## config.mk

```make
export PLATFORM = sky130hd
export DESIGN_NAME = dma_apb_master_arb
export DESIGN_NICKNAME = d
export VERILOG_FILES = /design/src/rtl/dma_apb_master_arb.sv
export SDC_FILE = /design/constraint.sdc
export NUM_CORES = 1
export LEC_CHECK = 0
export ABC_CLOCK_PERIOD_IN_PS = 2700
export CAP_MARGIN = 20
export CORE_AREA = 2 2 95 97
export CTS_CLUSTER_SIZE = 8
export DETAILED_ROUTE_END_ITERATION = 8
export DIE_AREA = 0 0 97 99
export PLACE_DENSITY = 0.85
export SLEW_MARGIN = 20
export SYNTH_ARGS = -nofsm -noshare
export SYNTH_HDL_FRONTEND = slang
export SYNTH_SLANG_ARGS = --single-unit
```

## constraint.sdc

```tcl
create_clock -name i_clk -period 2.7 [get_ports i_clk]
set_clock_uncertainty 0.15 [all_clocks]
set_input_delay 0.27 -clock i_clk [delete_from_list [all_inputs] [get_ports i_clk]]
set_output_delay 0.27 -clock i_clk [all_outputs]
set_load 0.005 [all_outputs]
```

## src/rtl/dma_apb_master_arb.sv

```systemverilog
// Round-robin arbiter and APB master sequencer for the DMA control path.
// Single-beat requests are granted in turn and run through SETUP/ACCESS.
module dma_apb_master_arb #(
  parameter int NUM_REQ        = 2,
  parameter int APB_SVL        = 4,
  parameter int APB_ADDR_WIDTH = 16,
  parameter int APB_DATA_WIDTH = 16,
  parameter int TIMEOUT        = 16
) (
  input  logic                                     i_clk,
  input  logic                                     i_rst_n,
  input  logic [NUM_REQ-1:0]                       i_req_valid,
  input  logic [NUM_REQ-1:0]                       i_req_write,
  input  logic [NUM_REQ*$clog2(APB_SVL)-1:0]       i_req_slv,
  input  logic [NUM_REQ*APB_ADDR_WIDTH-1:0]        i_req_addr,
  input  logic [NUM_REQ*APB_DATA_WIDTH-1:0]        i_req_wdata,
  output logic [NUM_REQ-1:0]                       o_req_ready,
  output logic [NUM_REQ-1:0]                       o_rsp_valid,
  output logic [APB_DATA_WIDTH-1:0]                o_rsp_rdata,
  output logic                                     o_rsp_err,
  output logic [$clog2(APB_SVL)-1:0]               o_psel_idx,
  output logic                                     o_psel_vld,
  output logic                                     o_penable,
  output logic                                     o_pwrite,
  output logic [APB_ADDR_WIDTH-1:0]                o_paddr,
  output logic [APB_DATA_WIDTH-1:0]                o_pwdata,
  input  logic                                     i_pready,
  input  logic [APB_DATA_WIDTH-1:0]                i_prdata
);

  localparam int IW = $clog2(NUM_REQ);
  localparam int SW = $clog2(APB_SVL);
  localparam int CW = $clog2(TIMEOUT);
  localparam int AW = APB_ADDR_WIDTH;
  localparam int DW = APB_DATA_WIDTH;

  typedef enum logic [1:0] {IDLE, SETUP, ACCESS, RESP} state_t;

  state_t          state, state_n;
  logic [IW-1:0]   rr, rr_n, win, id;
  logic            hit, take;
  logic            wr;
  logic [SW-1:0]   slv;
  logic [AW-1:0]   addr;
  logic [DW-1:0]   wdata;
  logic [CW-1:0]   cnt, cnt_n;
  logic            slv_bad;
  logic [NUM_REQ-1:0] ready_n, rsp_valid_n;
  logic [DW-1:0]   rdata_n;
  logic            err_n, psel_vld_n, penable_n;

  assign slv_bad = {{(32-SW){1'b0}}, slv} >= 32'(APB_SVL);

  always_comb begin
    hit = 1'b0;
    win = '0;
    for (int k = 0; k < NUM_REQ; k++) begin
      int j;
      j = int'(rr) + k;
      if (j >= NUM_REQ) j = j - NUM_REQ;
      if (!hit && i_req_valid[j]) begin
        hit = 1'b1;
        win = IW'(j);
      end
    end
  end

  // A grant shows as o_req_ready while still in IDLE; the next edge
  // then launches SETUP, so ready doubles as the "accepted" marker.
  always_comb begin
    state_n     = state;
    rr_n        = rr;
    cnt_n       = cnt;
    take        = 1'b0;
    ready_n     = '0;
    rsp_valid_n = '0;
    rdata_n     = '0;
    err_n       = 1'b0;
    psel_vld_n  = 1'b0;
    penable_n   = 1'b0;
    unique case (state)
      IDLE: begin
        if (|o_req_ready) begin
          if (slv_bad) begin
            state_n         = RESP;
            rsp_valid_n[id] = 1'b1;
            err_n           = 1'b1;
          end else begin
            state_n    = SETUP;
            psel_vld_n = 1'b1;
            cnt_n      = '0;
          end
        end else if (hit) begin
          take = 1'b1;
        end
      end
      SETUP: begin
        state_n    = ACCESS;
        psel_vld_n = 1'b1;
        penable_n  = 1'b1;
        cnt_n      = '0;
      end
      ACCESS: begin
        if (i_pready) begin
          state_n         = RESP;
          rsp_valid_n[id] = 1'b1;
          rdata_n         = wr ? '0 : i_prdata;
        end else if (cnt == CW'(TIMEOUT-1)) begin
          state_n         = RESP;
          rsp_valid_n[id] = 1'b1;
          err_n           = 1'b1;
        end else begin
          psel_vld_n = 1'b1;
          penable_n  = 1'b1;
          cnt_n      = cnt + 1'b1;
        end
      end
      RESP: begin
        state_n = IDLE;
        take    = hit;
      end
      default: state_n = IDLE;
    endcase
    if (take) begin
      ready_n[win] = 1'b1;
      rr_n = (win == IW'(NUM_REQ-1)) ? '0 : win + 1'b1;
    end
  end

  always_ff @(posedge i_clk or negedge i_rst_n) begin
    if (!i_rst_n) begin
      state       <= IDLE;
      rr          <= '0;
      cnt         <= '0;
      id          <= '0;
      wr          <= 1'b0;
      slv         <= '0;
      addr        <= '0;
      wdata       <= '0;
      o_req_ready <= '0;
      o_rsp_valid <= '0;
      o_rsp_rdata <= '0;
      o_rsp_err   <= 1'b0;
      o_psel_idx  <= '0;
      o_psel_vld  <= 1'b0;
      o_penable   <= 1'b0;
      o_pwrite    <= 1'b0;
      o_paddr     <= '0;
      o_pwdata    <= '0;
    end else begin
      state       <= state_n;
      rr          <= rr_n;
      cnt         <= cnt_n;
      if (take) begin
        id    <= win;
        wr    <= i_req_write[win];
        slv   <= i_req_slv[win*SW +: SW];
        addr  <= i_req_addr[win*AW +: AW];
        wdata <= i_req_wdata[win*DW +: DW];
      end
      o_req_ready <= ready_n;
      o_rsp_valid <= rsp_valid_n;
      o_rsp_rdata <= rdata_n;
      o_rsp_err   <= err_n;
      o_psel_vld  <= psel_vld_n;
      o_penable   <= penable_n;
      o_psel_idx  <= psel_vld_n ? slv : '0;
      o_pwrite    <= psel_vld_n & wr;
      o_paddr     <= psel_vld_n ? addr : '0;
      o_pwdata    <= psel_vld_n ? wdata : '0;
    end
  end

endmodule

```

* Yosys cells after proc, flatten, opt, wreduce, memory -nomap -nowiden
Cells that the tools add are included.
** Cells by class
- Add/sub/neg operators :: 5
- Order comparisons :: 8
- Eq/ne operators :: 8
- Shift operators :: 3
- Multiplexer cells :: 48
- Bitwise operators :: 1
- Reductions and logical operators :: 9
** Operators with widths (number)
- $mux W16 :: 5
- $lt A32 B3 Y1 const B :: 2
- $mux W32 :: 2
- $shiftx A32 B6 Y16 :: 2
- $mux W1 :: 23
- $mux W2 :: 8
- $mux W4 :: 3
- $pmux W4 S3 :: 1
- $pmux W2 S4 :: 1
- $ne A2 B2 Y1 const B :: 3
- $add A4 B1 Y4 const B :: 1
- $eq A2 B2 Y1 const B :: 2
- $eq A4 B4 Y1 const B :: 1
- $lt A1 B2 Y1 const B :: 2
- $pmux W1 S2 :: 2
- $reduce_and A4 Y1 :: 1
- $shiftx A4 B3 Y2 :: 1
- $logic_and A1 B1 Y1 :: 3
- $ne A3 B3 Y1 const B :: 1
- $pmux W1 S3 :: 1
- $reduce_bool A3 Y1 :: 1
- $sub A1 B2 Y3 const B :: 1
- $sub A2 B2 Y3 const B :: 1
- $add A1 B1 Y2 const B :: 1
- other kinds (11) :: 13
** Word-level totals
- Flip-flop bits (word level) :: 101
- Input bits :: 91
- Logic and storage cells :: 100

* Logic depth before layout (Yosys ltp)
- Depth in word-level cells :: 14
- Depth in mapped cells :: 7
- Gate-level depth less buffers :: 5

* Worst setup path after synthesis
Ideal clock, no wire load.
- Kind :: register -> register
- From :: register state[0]
- To :: register cnt[3]
- Library setup time :: 87 ps
- Data arrival time :: 1597 ps
- Setup slack :: 866 ps
- Cell stages (with the launch flop) :: 7
- Cells stage by stage :: dfrtp_1 inv_1 ha_1 nor3b_2 buf_2 or4_1 o211ai_1
** On the way
- Longest elaborated chain between the ends :: 3
** Ends and longest elaborated chain
- from (decl) :: RTL line 39 : state_t state, state_n;
- from (signal assigned) :: RTL line 151 : state <= state_n;
- $eq A2 B2 Y1, or another cell as far along :: RTL line 81 : unique case (state)
- $ne A2 B2 Y1 (no source line) or $reduce_bool A3 Y1 (tied branches)
- $reduce_and A4 Y1 (no source line)
- to (signal assigned) :: RTL line 153 : cnt <= cnt_n;
- to (decl) :: RTL line 46 : logic [CW-1:0] cnt, cnt_n;
Several ways; a longest one is shown, not always the timed one.
A chain may end at the register's enable or synchronous reset.

* Final worst setup path
- From :: register state[1]
- To :: register addr[10]
** On the way
- Longest elaborated chain between the ends :: 2
** Ends and longest elaborated chain
- $eq A2 B2 Y1 or $logic_not A2 Y1 (tied branches) :: RTL line 81
- $pmux W1 S2 * :: RTL line 81
- to (signal assigned) :: RTL line 158 : addr <= i_req_addr[win*AW +: AW];
- to (decl) :: RTL line 44 : logic [AW-1:0] addr;
Every way passes the cells marked *; elsewhere a longest branch is shown, timed or not.

==> impl_metrics.yaml <==
run_status:
  status: "finished clean"
place:
  routabilityCongestion: 0.7677
  place_ws_ps: 456.1
  placed_area_mm2: 0.005688
  numPlacedInstances: 545
  portBuffers: 148
  dpl.hpwl_um: 7411
grt:
  antenna_found_initial: 0
  grt-ovfl-total: 0
  grt_max_degree: 56
  grt_pass1_wl_um: 17330
  grt_pass1_vias: 3399
  grt_usage_pct: 22.69
sta:
  worst_slack_ps: 452.2
  finalSetupViolations: 0
  finalMaxSlewViolations: 0
  post-route-min-period_ps: 2248
  max_freq_mhz: 444.9
  relSlewSlack_pct: 30.62
  rsz0062_at_grt: "no"
  fin_hold_ws_ps: 251.5
  hold_viol_final: 0
  tightest_slew_ps: 1041
  fin_crit_sh_pct: 83.25
  final.setup.tns_ps: 0
layout:
  area_growth_pct: 46.17
  multi_input_area_mm2: 0.001409
  seqCellArea_mm2: 0.002527
  final_common_cell: "clkdlybuf4s50_1"
  finalInstanceArea_mm2: 0.005938
  antenna_cells: 0
  instances_no_fill: 562
  fill_cells: 592
  fin_nets: 546
  layout_common_cells: "clkdlybuf4s50_1 (146), dfrtp_1 (101), o2bb2ai_1 (36)"
  drive_above_1_share_pct: 8.150
synthesis:
  synthArstFlopShare_pct: 100.0
  synth_nets: 404
  synthFlopType: "dfrtp_1"
  synth_edf_count: 0
  synth_cells: 307
  yosysUniqueCellTypes: 36
  ys_ff_latch: 101
  postSynthAreaPerCell_um2: 13.23
  synth_seq_area_share_pct: 62.21
  yosysWarningCount: 0
  netlist_area_mm2: 0.004063
worst_hold_path:
  hold_depth: 2
  min_path_type: "input pin to register"
die:
  core_area_mm2: 0.008551
  fp-row-count: 34
  pin_count: 149
  die_area_mm2: 0.009603
  die-height_um: 99
  die_w_um: 97
  start_util_pct: 47.51
setup_path:
  path_max_fanout: 35
  start_kind: "register"
  worstPathArrival_ps: 2310
  reg2reg_depth: 5
  rr_startpoint: "state[1]"
  critPathKind: "register to register"
  end_kind: "register"
  crit_start: "state[1]"
  critPathRequiredTime_ps: 2760
  crit_path_end: "addr[10]"
  reg2reg_slack_ps: 450
  rr_endpoint: "addr[10]"
clock_tree:
  tritoncts: "yes"
  cts_resized: 0
  clkLatencyLatePin_ps: 350
  clockRootBuffer: "clkbuf_8"
  clkSlewWorstSetupHoldPaths_ps: 100
  clkSinkCount: 101
  cts_buffer_depth: 2
  cts-htree-levels: 3
  cts_made_buffers: 9
power_and_ir_drop:
  clkPwrFrac_pct: 18.5
  comb_power_share_pct: 42.5
  p_seq_share_pct: 39.1
  leakagePower_nw: 2.438
  powerDensity_mw_per_mm2: 1004
  ir_drop_mv: 0.5085
  switching_power_mw: 2.084
  intPower_mw: 3.877
  swShare_pct: 34.96
detailed_routing:
  ant_nets: 0
  vias: 3196
  vias_per_cell: 5.687
  first_pass_iters: 4
  drt-initial-drc-count: 96
  wl_um: 10620
  wl_per_cell_um: 18.90
  drc: 0
run:
  cap_violations: 0
-- Yosys cell counts, drive strengths merged (3+ instances only) --
library cell | number | area, µm²
dfrtp | 101 | 2527
clkbuf | 15 | 56.30
ha | 6 | 75.07
o2bb2ai | 36 | 315.3
o21ai | 4 | 20.02
a32oi | 35 | 306.5
nand2b | 3 | 18.77
nor2 | 4 | 15.01
and2 | 16 | 100.1
nand3 | 4 | 20.02
o211ai | 3 | 22.52
nor3b | 36 | 275.3
buf | 14 | 80.08
inv | 6 | 22.52
-- cell families (layout without fill, tap and decap cells) --
kind of cell | Yosys count | after routing | synth area share, %
buf+inv | 35 | 182 | 3.911
fa+ha+maj | 6 | 6 | 1.848
compound gates | 93 | 93 | 20.08
flops | 101 | 101 | 62.21
mux | 1 | 1 | 0.2464
simple gates | 71 | 71 | 11.70
-- layer usage --
layer	global-route usage [%]	part of all wire (%)	wire length, µm	vias to the layer above
met5	0	0	0	-
li1	-	-	-	1453
met2	40.28	51	5462	123
met1	26.38	40	4237	1609
met3	8.511	7.6	811	11
met4	4.984	1.0	108	0
-- cell type report --
cell class                 instances  area share (%)
tap                              108           2.276
inverter                           6          0.3793
timing repair buffer             160           27.01
clock inverter                     7           1.960
clock buffer                       9           2.086
multi-input combinational        171           23.73
sequential                       101           42.56
-- worst min path at each step --
stage | to | slack [ps] | start
after floorplan | addr[0] | -180 | i_rst_n
after global placement | o_paddr[2] | 210 | i_rst_n
after detailed placement | o_paddr[2] | 210 | i_rst_n
after CTS | o_req_ready[1] | 230 | i_req_valid[1]
after global routing | o_req_ready[1] | 270 | i_req_valid[1]
final | o_req_ready[1] | 250 | i_req_valid[1]
-- registers in the layout, summed over array words and instances (netlist names) --
| signal | flops |
|---|---|
| state | 2 |
| o_penable | 1 |
| o_psel_idx | 2 |
| o_req_ready | 2 |
| o_rsp_valid | 2 |
| id | 1 |
| wr | 1 |
| wdata | 16 |
| o_paddr | 16 |
| o_pwrite | 1 |
| o_pwdata | 16 |
| o_rsp_err | 1 |
| cnt | 4 |
| o_psel_vld | 1 |
| o_rsp_rdata | 16 |
| rr | 1 |
| slv | 2 |
| addr | 16 |
-- per-stage QoR --
| step | utilization, % | power (mW) |
|---|---|---|
| floorplan | - | 3.687 |
| global placement | 66.52 | 4.760 |
| detailed placement | 66.52 | 4.886 |
| CTS | 69.45 | 5.996 |
| global route | 69.45 | 6.337 |
| finish | 69.45 | 5.961 |
-- power by group through the flow --
stage / combinational [mW] / sequential (mW) / clock (mW)
2_1_floorplan: 1.38 / 2.31 / 0
3_3_place_gp: 2.43 / 2.33 / 0
3_5_place_dp: 2.54 / 2.34 / 0
4_1_cts: 2.55 / 2.33 / 1.12
5_1_grt: 2.77 / 2.39 / 1.18
6_report: 2.53 / 2.33 / 1.10
-- worst max-delay path: stages, from the launching register on --
cell	delay (ps)
dfrtp_1	420
inv_1	130
ha_1	180
nor3b_2	420
o221ai_4	500
o2bb2ai_1	290
-- timing repair --
item,4_1_cts,5_1_grt
hold buffers,1,0
buffers inserted,0,0
hold endpoints to repair,54,0
Note: power is estimated with default switching activity, not from simulation.
